**src/rtl/uniboard_bus_pkg.sv**
```systemverilog
// rtl/uniboard_bus_pkg.sv - shared types and widths for the Uniboard peripheral register bus
package uniboard_bus_pkg;

  localparam int BUS_DATA_W = 32;
  localparam int REG_ADDR_W = 8;
  localparam int SIZE_W     = 3;
  localparam int NUM_PERIPH = 128;
  localparam int PERIPH_W   = $clog2(NUM_PERIPH);

  typedef enum logic [2:0] {
    S_IDLE,
    S_SETUP,
    S_STROBE1,
    S_STROBE2,
    S_RELEASE,
    S_DONE
  } bus_state_t;

endpackage

```
**src/rtl/peripheral_bus_arbiter_if.sv**
```systemverilog
// rtl/peripheral_bus_arbiter_if.sv - peripheral-side register bus bundle
interface peripheral_bus_arbiter_if;
  import uniboard_bus_pkg::*;

  logic [BUS_DATA_W-1:0] bus_wdata;
  logic                  bus_oe;
  logic [BUS_DATA_W-1:0] bus_rdata;
  logic [SIZE_W-1:0]     bus_size;
  logic [REG_ADDR_W-1:0] reg_addr;
  logic                  rw;
  logic [NUM_PERIPH-1:0] select;

  modport master (
    output bus_wdata, bus_oe, reg_addr, rw, select,
    input  bus_rdata, bus_size
  );

  modport slave (
    input  bus_wdata, bus_oe, reg_addr, rw, select,
    output bus_rdata, bus_size
  );

endinterface

```
**src/rtl/rr_pick.sv**
```systemverilog
// rtl/rr_pick.sv - combinational round-robin winner search starting after the last grant
module rr_pick #(
  parameter int NREQ = 2,
  parameter int IW   = (NREQ > 1) ? $clog2(NREQ) : 1
) (
  input  logic [NREQ-1:0] req,
  input  logic [IW-1:0]   ptr,
  output logic            any,
  output logic [NREQ-1:0] grant,
  output logic [IW-1:0]   idx
);

  logic [IW-1:0] cand;

  // Walk ptr+1, ptr+2, ... wrapping at NREQ; first asserted request wins.
  always_comb begin
    any   = 1'b0;
    grant = '0;
    idx   = '0;
    cand  = (ptr == IW'(NREQ - 1)) ? '0 : ptr + IW'(1);
    for (int k = 0; k < NREQ; k++) begin
      if (!any && req[cand]) begin
        any         = 1'b1;
        grant[cand] = 1'b1;
        idx         = cand;
      end
      cand = (cand == IW'(NREQ - 1)) ? '0 : cand + IW'(1);
    end
  end

endmodule

```
**src/rtl/peripheral_bus_arbiter.sv**
```systemverilog
// rtl/peripheral_bus_arbiter.sv - round-robin master arbiter and fixed-timing transaction sequencer
module peripheral_bus_arbiter
  import uniboard_bus_pkg::*;
#(
  parameter int NREQ = 2
) (
  input  logic                             clk_12MHz,
  input  logic                             reset_n,
  input  logic [NREQ-1:0]                  req,
  input  logic [NREQ-1:0]                  req_rw,
  input  logic [NREQ-1:0][PERIPH_W-1:0]    req_periph,
  input  logic [NREQ-1:0][REG_ADDR_W-1:0]  req_addr,
  input  logic [NREQ-1:0][BUS_DATA_W-1:0]  req_wdata,
  output logic [NREQ-1:0]                  done,
  output logic [BUS_DATA_W-1:0]            rdata,
  output logic [SIZE_W-1:0]                rsize,
  output logic                             rerr,
  output logic                             busy,
  peripheral_bus_arbiter_if.master         bus
);

  localparam int IW = (NREQ > 1) ? $clog2(NREQ) : 1;

  bus_state_t            state_q, state_d;
  logic [IW-1:0]         ptr_q, ptr_d;
  logic [NREQ-1:0]       win_q, win_d;
  logic [PERIPH_W-1:0]   periph_q, periph_d;
  logic                  rw_q, rw_d;
  logic                  oe_q, oe_d;
  logic [REG_ADDR_W-1:0] addr_q, addr_d;
  logic [BUS_DATA_W-1:0] wdata_q, wdata_d;
  logic [BUS_DATA_W-1:0] rdata_q, rdata_d;
  logic [NUM_PERIPH-1:0] sel_q, sel_d;
  logic [NREQ-1:0]       done_q, done_d;
  logic [SIZE_W-1:0]     rsize_q, rsize_d;
  logic                  rerr_q, rerr_d;

  logic                  pick_any;
  logic [NREQ-1:0]       pick_grant;
  logic [IW-1:0]         pick_idx;

  rr_pick #(.NREQ(NREQ), .IW(IW)) u_rr_pick (
    .req   (req),
    .ptr   (ptr_q),
    .any   (pick_any),
    .grant (pick_grant),
    .idx   (pick_idx)
  );

  always_ff @(posedge clk_12MHz or negedge reset_n) begin
    if (!reset_n) begin
      state_q  <= S_IDLE;
      ptr_q    <= IW'(NREQ - 1);
      win_q    <= '0;
      periph_q <= '0;
      rw_q     <= 1'b1;
      oe_q     <= 1'b0;
      addr_q   <= '0;
      wdata_q  <= '0;
      rdata_q  <= '0;
      sel_q    <= '0;
      done_q   <= '0;
      rsize_q  <= '0;
      rerr_q   <= 1'b0;
    end else begin
      state_q  <= state_d;
      ptr_q    <= ptr_d;
      win_q    <= win_d;
      periph_q <= periph_d;
      rw_q     <= rw_d;
      oe_q     <= oe_d;
      addr_q   <= addr_d;
      wdata_q  <= wdata_d;
      rdata_q  <= rdata_d;
      sel_q    <= sel_d;
      done_q   <= done_d;
      rsize_q  <= rsize_d;
      rerr_q   <= rerr_d;
    end
  end

  always_comb begin
    state_d  = state_q;
    ptr_d    = ptr_q;
    win_d    = win_q;
    periph_d = periph_q;
    rw_d     = rw_q;
    oe_d     = oe_q;
    addr_d   = addr_q;
    wdata_d  = wdata_q;
    rdata_d  = rdata_q;
    sel_d    = sel_q;
    done_d   = '0;
    rsize_d  = rsize_q;
    rerr_d   = rerr_q;
    case (state_q)
      S_IDLE: begin
        if (pick_any) begin
          win_d    = pick_grant;
          ptr_d    = pick_idx;
          periph_d = req_periph[pick_idx];
          rw_d     = req_rw[pick_idx];
          oe_d     = ~req_rw[pick_idx];
          addr_d   = req_addr[pick_idx];
          wdata_d  = req_wdata[pick_idx];
          state_d  = S_SETUP;
        end
      end
      S_SETUP: begin
        sel_d           = '0;
        sel_d[periph_q] = 1'b1;
        state_d         = S_STROBE1;
      end
      S_STROBE1: state_d = S_STROBE2;
      S_STROBE2: begin
        // rw_q still holds the latched direction here; it only returns to 1 in RELEASE.
        if (rw_q) begin
          rdata_d = bus.bus_rdata;
          rsize_d = bus.bus_size;
          rerr_d  = (bus.bus_size == '0);
        end
        sel_d   = '0;
        state_d = S_RELEASE;
      end
      S_RELEASE: begin
        oe_d    = 1'b0;
        rw_d    = 1'b1;
        done_d  = win_q;
        state_d = S_DONE;
      end
      S_DONE:  state_d = S_IDLE;
      default: state_d = S_IDLE;
    endcase
  end

  assign done          = done_q;
  assign rdata         = rdata_q;
  assign rsize         = rsize_q;
  assign rerr          = rerr_q;
  assign busy          = (state_q != S_IDLE);
  assign bus.bus_wdata = wdata_q;
  assign bus.bus_oe    = oe_q;
  assign bus.reg_addr  = addr_q;
  assign bus.rw        = rw_q;
  assign bus.select    = sel_q;

endmodule

```
**src/flat_wrapper.sv**
```systemverilog
// flat-port wrapper written by rule: the top's interface ports become plain ports
module peripheral_bus_arbiter_flat import uniboard_bus_pkg::*;
#(
  parameter int NREQ = 2
)
  (clk_12MHz, reset_n, req, req_rw, req_periph, req_addr, req_wdata, done, rdata, rsize, rerr, busy, bus_bus_wdata, bus_bus_oe, bus_reg_addr, bus_rw, bus_select, bus_bus_rdata, bus_bus_size);
  peripheral_bus_arbiter_if bus_i ();
  input  logic clk_12MHz;
  input  logic reset_n;
  input  logic [NREQ-1:0] req;
  input  logic [NREQ-1:0] req_rw;
  input  logic [NREQ-1:0][PERIPH_W-1:0] req_periph;
  input  logic [NREQ-1:0][REG_ADDR_W-1:0] req_addr;
  input  logic [NREQ-1:0][BUS_DATA_W-1:0] req_wdata;
  output logic [NREQ-1:0] done;
  output logic [BUS_DATA_W-1:0] rdata;
  output logic [SIZE_W-1:0] rsize;
  output logic rerr;
  output logic busy;
  output wire logic [$bits(bus_i.bus_wdata)-1:0] bus_bus_wdata;
  output wire logic [$bits(bus_i.bus_oe)-1:0] bus_bus_oe;
  output wire logic [$bits(bus_i.reg_addr)-1:0] bus_reg_addr;
  output wire logic [$bits(bus_i.rw)-1:0] bus_rw;
  output wire logic [$bits(bus_i.select)-1:0] bus_select;
  input wire logic [$bits(bus_i.bus_rdata)-1:0] bus_bus_rdata;
  input wire logic [$bits(bus_i.bus_size)-1:0] bus_bus_size;
  assign bus_bus_wdata = bus_i.bus_wdata;
  assign bus_bus_oe = bus_i.bus_oe;
  assign bus_reg_addr = bus_i.reg_addr;
  assign bus_rw = bus_i.rw;
  assign bus_select = bus_i.select;
  assign bus_i.bus_rdata = bus_bus_rdata;
  assign bus_i.bus_size = bus_bus_size;
  peripheral_bus_arbiter #(.NREQ(NREQ)) u_core (.clk_12MHz(clk_12MHz), .reset_n(reset_n), .req(req), .req_rw(req_rw), .req_periph(req_periph), .req_addr(req_addr), .req_wdata(req_wdata), .done(done), .rdata(rdata), .rsize(rsize), .rerr(rerr), .busy(busy), .bus(bus_i));
endmodule
```
**config.mk**
```make
export PLATFORM = sky130hd
export DESIGN_NAME = peripheral_bus_arbiter_flat
export DESIGN_NICKNAME = d
export VERILOG_FILES = /design/src/rtl/uniboard_bus_pkg.sv /design/src/rtl/peripheral_bus_arbiter_if.sv /design/src/rtl/rr_pick.sv /design/src/rtl/peripheral_bus_arbiter.sv /design/src/flat_wrapper.sv
export SDC_FILE = /design/constraint.sdc
export NUM_CORES = 1
export LEC_CHECK = 0
export ABC_CLOCK_PERIOD_IN_PS = 4200
export CAP_MARGIN = 25
export CORE_ASPECT_RATIO = 0.5
export CORE_MARGIN = 2
export CORE_UTILIZATION = 47
export CTS_CLUSTER_DIAMETER = 150
export CTS_CLUSTER_SIZE = 10
export DETAILED_ROUTE_END_ITERATION = 8
export PLACE_DENSITY_LB_ADDON = 0.1
export SETUP_SLACK_MARGIN = 0.5
export SLEW_MARGIN = 25
export SYNTH_ARGS = -nofsm -noshare
export SYNTH_HDL_FRONTEND = slang
export SYNTH_SLANG_ARGS = --single-unit
```
**constraint.sdc**
```tcl
create_clock -name clk_12MHz -period 4.2 [get_ports clk_12MHz]
set_input_delay 0.84 -clock clk_12MHz [delete_from_list [all_inputs] [get_ports clk_12MHz]]
set_output_delay 0.84 -clock clk_12MHz [all_outputs]
set_load 0.05 [all_outputs]
```
==> results by group, run 1 <==
Clocking
  – TritonCTS buffer count: 26
  – Clock root cell: clkbuf_16
  – Clk_lat worst skew: between 0.5 and 0.6 ns
  – Post-cts resize count: 0
  – H-tree levels: 1
  – Total setup buffers inserted after CTS: 0
  – CTS tree: built
  – Hold-fix buffers at CTS: 0
  – Max Buffers Root-to-Sink: 3
  – TritonCTS Sinks: 221
  – Clk pin slew, worst setup/hold paths: 0.06 ns

STA
  – Fin. Hold Viols: 0
  – Max frequency: between 0.3 and 0.4 GHz
  – Fin Hold WS: between 0.3 and 0.4 ns
  – Worst slew pin tran: between 0.9 and 1 ns
  – Sum of negative setup slack: 0 ns
  – Max Transition Viols Final: 0
  – Relative slew slack: a little under two fifths
  – Endpoints failing setup: 0
  – Fin crit period: roughly 3.0 ns
  – Clk_skew: 0.0135 ns
  – Final worst setup slack: roughly 1.2 ns
  – Tcrit/Tclk final: 72.5%
  – Unrepaired setup endpoints after global routing: false

Worst setup path
  – Worst path bufs/invs: 2
  – Slowest stage cell, crit path: clkdlybuf4s50_1
  – Critical Path AT: between 2 and 2.5 ns
  – Worst setup EP type: output port
  – Critical path cell sequence: nor3_4, inv_2, clkdlybuf4s50_1
  – Startpoint Class: flip-flop
  – Crit Path Max Fanout: 15
  – Crit path kind: reg2out
  – Req. time, crit path: 3.36 ns
  – CP peak stage delay: 0.82 ns
  – CP delay by family, top: buffers and inverters

Global route
  – Number of global-route vias before repair: between 6k and 7k
  – Gr ovfl total: 0
  – GRT Overall Usage: 25.5%
  – Global-route wire length before repair: between 30 and 40 mm
  – Maximum number of pins on one net before global-route repair: 124
  – Initial antenna violation count: 0

Floorplanning
  – Io pins: between 300 and 400
  – Core ar.: 18500 µm²
  – Die height: just over 100 µm
  – Chip width: between 150 and 200 µm
  – # rows: 35
  – Die footprint: between 20000 and 25000 µm²
  – Initial core utilization: just under 50%

Placed design
  – Port Buf Inserts: roughly 340
  – Placed wire-length estimate: 18.2 mm
  – Pre-CTS setup slack: about 1.4 ns
  – GPL Wtd Cong: around 0.78

Worst hold path
  – Hold WC Path Type: in2async

Power and ir drop
  – Pwr Total: about 9.4 mW
  – P per Cell Area: roughly 710 nW/µm²
  – VDD IR max: ~500 µV
  – Leakage power: between 5 and 6 nW

Synth
  – Unique masters post-synth: 45
  – Synthesized flop and latch total: around 220
  – Synth area leaders: dfrtp_1 61%, mux2_2 16%, a22o_1 7.1%
  – Post-synthesis net count: ~800
  – Cell taking the most area after synthesis: dfrtp_1
  – Syn Area/Cell: roughly 14 µm²
  – Post-Syn Area: 8940 µm²
  – Gate Count Post-Synth: between 600 and 700
  – Synth warn: 0
  – Share of the synthesized area in the top cell type: 61.3%
  – Sequential element share of the synthesized area: about three fifths

Routing
  – DRC: 0
  – DRT Wirelength: 25.6 mm
  – Vias per std cell: roughly 5.3
  – Initial DRC count: 380
  – Routed via count: around 6.7k
  – Routed Antenna Nets: 0
  – First-pass DRT Iterations: 6
  – WL per Instance: 20.3 µm

Flow run
  – # Max-Cap Violations: 0

Finish
  – # diodes: 0
  – Nets: approximately 1.1k
  – Fillers: approximately 1.3k
  – Most frequent cells in the layout: 342 x clkdlybuf4s50_1, 219 x dfrtp_1, 131 x mux2_2
  – Final core occ: between 70 and 80%
  – Layout cells sized above 1: between 10% and 20%
  – Most common cell after layout, fill and taps aside: clkdlybuf4s50_1
  – Area grow syn2layout: 48.9%

Run status
  – Outcome: finished, final reports clean
through the flow:
step	instance area (µm²)	std cells
floorplan	8940	651
global placement	12600	1223
finish	13300	1260
global route	13300	1260
detailed placement	12600	1223
CTS	13300	1259
metal layers:
metal	track usage [%]	routed length, µm	up-vias
met4	4.25	291	0
met2	41.5	12300	232
li1	-	-	3040
met5	0	0	-
met3	9.29	2410	28
met1	33.5	10600	3413
cell usage after synthesis (all sizes together):
master   count
mux2       131
and3         1
nor3b        2
o221ai       1
a21oi        1
nor2b        3
xnor2        1
a22o        72
nand2b       5
nand2       62
o21bai       2
and2         3
o31ai       16
or4b         3
a21boi       1
a21o         1
nor2        14
or4          1
nand4b       3
nand4bb      3
nand4        1
nor3         5
nand3        2
dfstp        2
buf         37
nor4         2
a32o         1
clkbuf       2
o41ai        1
dfrtp      219
o21ai       41
a211oi       1
inv          2
or2          9
registers in the layout, summed over array words and instances (netlist names):
| name | count |
|---|---|
| u_core.periph_q | 7 |
| u_core.bus.reg_addr | 8 |
| u_core.ptr_q | 1 |
| u_core.done | 2 |
| u_core.win_q | 2 |
| u_core.rsize | 3 |
| u_core.bus.bus_oe | 1 |
| u_core.state_q | 3 |
| u_core.rerr | 1 |
| u_core.bus.select | 128 |
| u_core.rdata | 32 |
| u_core.bus.bus_wdata | 32 |
| u_core.bus.rw | 1 |
cells by family (layout without fill, tap and decap cells):
logic type             after synthesis  count (layout)  synth area share [%]
flip-flops                         221             221                  61.9
AND/OR/NAND/NOR                    119             119                  7.36
XOR/XNOR                             1               1                0.0980
AO/OA/AOI/OAI                      138             138                  11.5
multiplexers                       131             131                  16.5
buffers and inverters               41             391                  2.69
worst paths after layout:
check                                             startpoint                              endpoint  slack, ns  cells past startpoint
min                                                  reset_n   u_core.bus.bus_wdata[3]$_DFFE_PN0P_       0.39                      1
min in group clk_12MHz     u_core.bus.select[62]$_DFFE_PN0P_     u_core.bus.select[62]$_DFFE_PN0P_       0.48                      2
max                            u_core.state_q[1]$_DFFE_PN0P_                                  busy       1.15                      3
max reg2reg                    u_core.state_q[2]$_DFFE_PN0P_    u_core.bus.select[118]$_DFFE_PN0P_       1.92                      5
min reg2reg                u_core.bus.select[62]$_DFFE_PN0P_     u_core.bus.select[62]$_DFFE_PN0P_       0.48                      2
max in group asynchronous                            reset_n  u_core.bus.bus_wdata[25]$_DFFE_PN0P_       2.84                      2
layout make-up:
| cell class | count | area, µm² | share of cell area, % |
|---|---|---|---|
| inverters | 2 | 7.51 | 0.0564 |
| clock inverters | 2 | 25.0 | 0.188 |
| flip-flops and latches | 221 | 5530 | 41.6 |
| well taps | 259 | 324 | 2.43 |
| multi-input cells | 389 | 3190 | 24.0 |
| repair buffers | 353 | 3550 | 26.7 |
| clock buffers | 34 | 681 | 5.11 |
power by group:
part	internal (mW)	switching [mW]	leakage [nW]
sequential	2.66	0.397	2.88
clock	1.12	0.830	0.341
combinational	1.62	2.77	2.35
No activity file was read; power rests on OpenSTA's default activity.
==> run 2, diff against run 1 <==
--- a/config.mk
+++ b/config.mk
@@ -5,11 +5,11 @@
 export SDC_FILE = /design/constraint.sdc
 export NUM_CORES = 1
 export LEC_CHECK = 0
-export ABC_CLOCK_PERIOD_IN_PS = 4200
+export ABC_CLOCK_PERIOD_IN_PS = 2900
 export CAP_MARGIN = 25
 export CORE_ASPECT_RATIO = 0.5
 export CORE_MARGIN = 2
-export CORE_UTILIZATION = 47
+export CORE_UTILIZATION = 44
 export CTS_CLUSTER_DIAMETER = 150
 export CTS_CLUSTER_SIZE = 10
 export DETAILED_ROUTE_END_ITERATION = 8
==> constraint.sdc (replaced) <==
create_clock -name clk_12MHz -period 2.9 [get_ports clk_12MHz]
set_input_delay 0.58 -clock clk_12MHz [delete_from_list [all_inputs] [get_ports clk_12MHz]]
set_output_delay 0.58 -clock clk_12MHz [all_outputs]
set_load 0.05 [all_outputs]
==> run 2 against run 1 <==
Effect of this change:
- the flow now finishes with violations (negative hold slack)
- clock-buffer cell count fell by 1
- via count is 0.95% lower
- global-route usage fell by 1.1 points
- wire length is 2.4% higher
- non-clock buffer count up 4
- clock skew rose by 0.00088 ns
- first-iteration DRC count up 0.53%
- combinational power grew 46%
- clock power grew 44%
- critical path type unchanged
- largest power group unchanged
- highest routed layer unchanged
==> results by group, run 2 (synthesis results as in run 1) <==
STA
  – Max frequency: about 0.43 GHz
  – Unrepaired setup endpoints after global routing: false
  – Endpoints failing setup: 0
  – Max Transition Viols Final: 0
  – Fin crit period: about 2.3 ns
  – Fin Hold WS: -0.000489 ns
  – Tcrit/Tclk final: a little over 80%
  – Fin. Hold Viols: 1
  – Clk_skew: 0.0144 ns
  – Worst slew pin tran: ~0.92 ns
  – Relative slew slack: between 30% and 40%
  – Sum of negative setup slack: 0 ns

Worst setup path
  – Critical Path AT: around 1.8 ns
  – CP peak stage delay: ~0.87 ns
  – Req. time, crit path: between 2 and 2.5 ns
  – Crit Path Max Fanout: 2
  – Critical path cell sequence: clkdlybuf4s50_1
  – Worst setup EP type: output port
  – Startpoint Class: flip-flop
  – Worst path bufs/invs: 1
  – Worst path depth: 1
  – Reg2Reg Depth: 4
  – Crit path kind: reg2out
  – CP delay by family, top: buffers and inverters
  – Slowest stage cell, crit path: clkdlybuf4s50_1

Global route
  – Maximum number of pins on one net before global-route repair: 77
  – Gr ovfl total: 0
  – Initial antenna violation count: 0
  – Global-route wire length before repair: 40.3 mm
  – GRT Overall Usage: 24.4%
  – Number of global-route vias before repair: about 7k

Finish
  – Fillers: ~1.5k
  – Final std cells w/o fill: between 1k and 1.5k
  – # diodes: 0
  – Area grow syn2layout: 49.2%
  – Nets: about 1.1k
  – Layout cells sized above 1: approximately a fifth
  – Most common cell after layout, fill and taps aside: clkdlybuf4s50_1
  – Most frequent cells in the layout: 340 x clkdlybuf4s50_1, 219 x dfrtp_1, 131 x mux2_2
  – Max reg flops: about 130

Power and ir drop
  – VDD IR max: 745 µV
  – Leakage power: about 5.6 nW
  – P per Cell Area: 1020 nW/µm²

Floorplanning
  – Core ar.: 19700 µm²
  – Io pins: 344
  – Initial core utilization: a little under half
  – Chip width: just over 200 µm
  – # rows: 36
  – Die footprint: 21500 µm²
  – Die height: approximately 100 µm

Clocking
  – Clock root cell: clkbuf_16
  – Max Buffers Root-to-Sink: 3
  – H-tree levels: 1
  – Clk pin slew, worst setup/hold paths: ~0.06 ns
  – Hold-fix buffers at CTS: 0
  – Clk_lat worst skew: about 0.52 ns
  – TritonCTS buffer count: 26
  – TritonCTS Sinks: between 200 and 250
  – CTS tree: built
  – Total setup buffers inserted after CTS: 0

Placed design
  – Placed cells: between 1k and 1.5k
  – Placed wire-length estimate: about 19 mm
  – Port Buf Inserts: about 340
  – GPL Wtd Cong: roughly 0.8

Routing
  – First-pass DRT Iterations: 4
  – Routed Antenna Nets: 0
  – Routed via count: 6649
  – Vias per std cell: 5.24
  – DRC: 0
  – DRT Wirelength: between 20 and 30 mm
  – Initial DRC count: 382
  – WL per Instance: approximately 21 µm

Worst hold path
  – Hold WC Path Type: in2async

Run status
  – Failing checks: negative hold slack
  – Outcome: finished, violations left

Flow run
  – # Max-Cap Violations: 0
-- run 2: per-stage QoR --
| stage | util [%] | hold slack, ns | area, µm² | setup WS [ns] | power, mW |
|---|---|---|---|---|---|
| final | 67.8 | -0.000489 | 13300 | 0.567 | 13.6 |
| after global routing | 67.8 | 0.0444 | 13300 | 0.509 | 14.3 |
| after CTS | 67.8 | 0.0207 | 13300 | 0.433 | 13.7 |
| after detailed placement | 64.2 | 0.465 | 12600 | 0.444 | 10.9 |
| after global placement | 64.2 | 0.461 | 12600 | 0.522 | 10.8 |
| after floorplan | - | 0.284 | 8940 | 1.13 | 8.72 |
-- run 2: area by class of cell --
type	count	area [µm²]	share of cell area [%]
timing repair buffer	357	3570	26.8
sequential	221	5530	41.5
multi-input combinational	389	3190	23.9
clock buffer	33	677	5.08
tap	266	333	2.50
inverter	2	7.51	0.0563
clock inverter	2	25.0	0.188
-- run 2: routing by layer --
layer | wire [µm] | track usage (%)
met1 | 11300 | 33.5
met2 | 12000 | 38.0
met3 | 2410 | 7.70
met4 | 444 | 4.98
met5 | 0 | 0
-- run 2: where the power goes --
group	internal (mW)	switching, mW	total [mW]
sequential	3.85	0.559	4.41
combinational	2.33	4.06	6.39
clock	1.62	1.19	2.81
-- run 2: final timing paths --
| path | start | to | slack, ns |
|---|---|---|---|
| max | u_core.bus.select[101]$_DFFE_PN0P_ | bus_select[101] | 0.57 |
| min | reset_n | u_core.bus.bus_wdata[2]$_DFFE_PN0P_ | -0.0005 |
| max reg2reg | u_core.state_q[2]$_DFFE_PN0P_ | u_core.bus.select[109]$_DFFE_PN0P_ | 0.83 |
| min reg2reg | u_core.bus.select[118]$_DFFE_PN0P_ | u_core.bus.select[118]$_DFFE_PN0P_ | 0.48 |
| max in group asynchronous | reset_n | u_core.bus.select[105]$_DFFE_PN0P_ | 2.05 |
| min in group clk_12MHz | u_core.bus.select[118]$_DFFE_PN0P_ | u_core.bus.select[118]$_DFFE_PN0P_ | 0.48 |
-- run 2: repair_timing --
action,in CTS,in global routing
gates resized for setup,2,2
endpoints found under the setup margin,2,1
endpoints found under the hold margin,0,0
==> run 3, diff against run 2 <==
--- a/config.mk
+++ b/config.mk
@@ -5,7 +5,7 @@
 export SDC_FILE = /design/constraint.sdc
 export NUM_CORES = 1
 export LEC_CHECK = 0
-export ABC_CLOCK_PERIOD_IN_PS = 2900
+export ABC_CLOCK_PERIOD_IN_PS = 2300
 export CAP_MARGIN = 25
 export CORE_ASPECT_RATIO = 0.5
 export CORE_MARGIN = 2
==> constraint.sdc (replaced) <==
create_clock -name clk_12MHz -period 2.3 [get_ports clk_12MHz]
set_input_delay 0.46 -clock clk_12MHz [delete_from_list [all_inputs] [get_ports clk_12MHz]]
set_output_delay 0.46 -clock clk_12MHz [all_outputs]
set_load 0.05 [all_outputs]
==> run 3 against run 2 <==
Effect of this change:
- the run now ends clean
- global-route usage rose by 1.0 points
- cell area is 4.0% higher
- sequential power is 26% higher
==> results by group, run 3 (synthesis results as in run 1) <==
Run status
  – Outcome: finished, final reports clean

Clocking
  – TritonCTS buffer count: 26
  – Clk pin slew, worst setup/hold paths: about 0.06 ns
  – H-tree levels: 1
  – CTS tree: built
  – TritonCTS Sinks: 221
  – Clk_lat worst skew: 0.51 ns
  – Max Buffers Root-to-Sink: 3
  – Clock root cell: clkbuf_16

Power and ir drop
  – VDD IR max: 1010 µV
  – Pwr Total: roughly 17 mW
  – Seq pwr share: approximately 32%
  – Leakage power: 5.83 nW
  – Comb pwr share: between 40 and 50%
  – Clock share of power: around 20%
  – Int Power: about 9.8 mW
  – Total net switching power: 7.46 mW
  – Switch share: a little over two fifths
  – P per Cell Area: about 1200 nW/µm²

Worst setup path
  – Req. time, crit path: about 1.8 ns
  – Critical path cell sequence: nor3_4, inv_2, buf_6
  – Startpoint Class: flip-flop
  – Slowest stage cell, crit path: dfrtp_2
  – Crit Path Max Fanout: 3
  – Worst reg2reg endpoint: u_core.bus.select[113]$_DFFE_PN0P_
  – Crit path kind: reg2out
  – Worst setup path startpoint: u_core.state_q[2]$_DFFE_PN0P_
  – Worst setup EP type: output port
  – Worst R2R Start: u_core.state_q[1]$_DFFE_PN0P_
  – CP peak stage delay: around 0.44 ns
  – Worst setup path endpoint: busy
  – Critical Path AT: between 1 and 1.5 ns
  – Reg2Reg Depth: 4
  – Internal reg-to-reg setup slack: 0.55 ns

Finish
  – Layout cells sized above 1: 42.4%
  – Max reg flops: approximately 130
  – # diodes: 0
  – Final core occ: 70.4%
  – Fin area: between 10000 and 15000 µm²
  – Area grow syn2layout: 55.1%
  – Nets: between 1k and 1.5k
  – Most frequent cells in the layout: 216 x dfrtp_1, 204 x clkdlybuf4s15_2, 133 x clkdlybuf4s50_1
  – Most common cell after layout, fill and taps aside: dfrtp_1

STA
  – Max frequency: ~0.55 GHz
  – Relative slew slack: around 44%
  – Fin. Hold Viols: 0
  – Sum of negative setup slack: 0 ns
  – Unrepaired setup endpoints after global routing: true
  – Tcrit/Tclk final: 79.2%
  – Clk_skew: 0.0131 ns
  – Fin crit period: approximately 1.8 ns
  – Final worst setup slack: between 0.4 and 0.5 ns
  – Max Transition Viols Final: 0
  – Worst slew pin tran: 0.832 ns
  – Endpoints failing setup: 0

Routing
  – WL per Instance: between 20 and 25 µm
  – Vias per std cell: 5.31
  – Routed via count: slightly below 7k
  – First-pass DRT Iterations: 4
  – DRT Wirelength: ~27 mm
  – Initial DRC count: 350
  – Routed Antenna Nets: 0
  – DRC: 0

Floorplanning
  – Die height: 105 µm
  – Chip width: between 200 and 250 µm
  – Io pins: between 300 and 400
  – Die footprint: around 22000 µm²
  – # rows: 36
  – Initial core utilization: between 40% and 50%
  – Core ar.: 19700 µm²

Placed design
  – Pre-CTS setup slack: approximately 0.068 ns
  – GPL Wtd Cong: 0.814
  – Placed wire-length estimate: about 19 mm
  – Port Buf Inserts: around 340
  – Placed instance area: approximately 13000 µm²

Global route
  – Initial antenna violation count: 0
  – Gr ovfl total: 0
  – Maximum number of pins on one net before global-route repair: 81
  – GRT Overall Usage: about 25%
  – Number of global-route vias before repair: between 7k and 8k
  – Global-route wire length before repair: between 40 and 50 mm

Flow run
  – # Max-Cap Violations: 0

Worst hold path
  – Hold WC Path Type: in2async
==> run 3: cell types whose count changed in the layout (fill, tap and decap cells not counted), moves of 3 or more <==
| cell | change |
|---|---|
| clkdlybuf4s50_1 | -207 |
| clkdlybuf4s15_2 | +204 |
| buf_4 | +15 |
| nor2_2 | -6 |
| nor2_4 | +6 |
| buf_12 | +5 |
| clkdlybuf4s18_2 | +3 |
| dfrtp_1 | -3 |
| dfrtp_2 | +3 |
| o21ai_0 | -3 |
| o21ai_1 | +3 |
==> run 3: stage by stage <==
step | hold slack, ns | instances
after floorplan | 0.164 | 651
after global placement | 0.426 | 1245
after detailed placement | 0.427 | 1245
after CTS | 0.477 | 1290
after global routing | 0.506 | 1291
final | 0.470 | 1291
==> run 3: what timing repair did <==
action,CTS,global route
hold buffers,1,0
pin swaps,1,0
setup buffers,9,0
endpoints found under the setup margin,249,77
cloned,0,1
resized for setup,631,8
hold endpoints to repair,48,0
==> run 3: critical path: cells and delay by family (launching register included) <==
family                 cells  cell delay (ns)
DFF                        1             0.44
buffers and inverters      2             0.22
and+or+nand+nor            1             0.19
==> run 3: how the worst min path moves through the flow <==
stage,cells past startpoint,endpoint
floorplan,0,u_core.bus.bus_oe$_DFFE_PN0P_
global placement,1,u_core.bus.bus_wdata[4]$_DFFE_PN0P_
detailed placement,1,u_core.bus.bus_wdata[4]$_DFFE_PN0P_
CTS,2,u_core.bus.bus_wdata[4]$_DFFE_PN0P_
global route,2,u_core.bus.bus_wdata[4]$_DFFE_PN0P_
finish,2,u_core.bus.bus_wdata[4]$_DFFE_PN0P_
==> run 3: routing by layer <==
layer  track usage [%]  vias up  share of wire, %  routed length (µm)
met2              40.5      262                47               12700
met5                 0        -                 0                   0
met3              8.17       37               9.0                2440
met1              34.2     3468                43               11500
li1                  -     3094                 -                   -
met4              4.88        0               1.8                 475
==> run 3: cell type report <==
cell class                      instances  area (µm²)
Tap cell                              266         333
Inverter                                2        7.51
Fill cell                            1472        5820
Clock buffer                           33         677
Clock inverter                          2        25.0
Multi-Input combinational cell        390        3240
Timing Repair Buffer                  377        4050
Sequential cell                       221        5540
==> run 3: power groups by stage <==
stage	clock network, mW	logic, mW	registers (mW)
finish	3.54	8.19	5.56
floorplan	0	2.68	8.32
global placement	0	8.13	5.60
detailed placement	0	8.22	5.64
global route	3.81	8.62	5.70
CTS	3.62	8.19	5.56
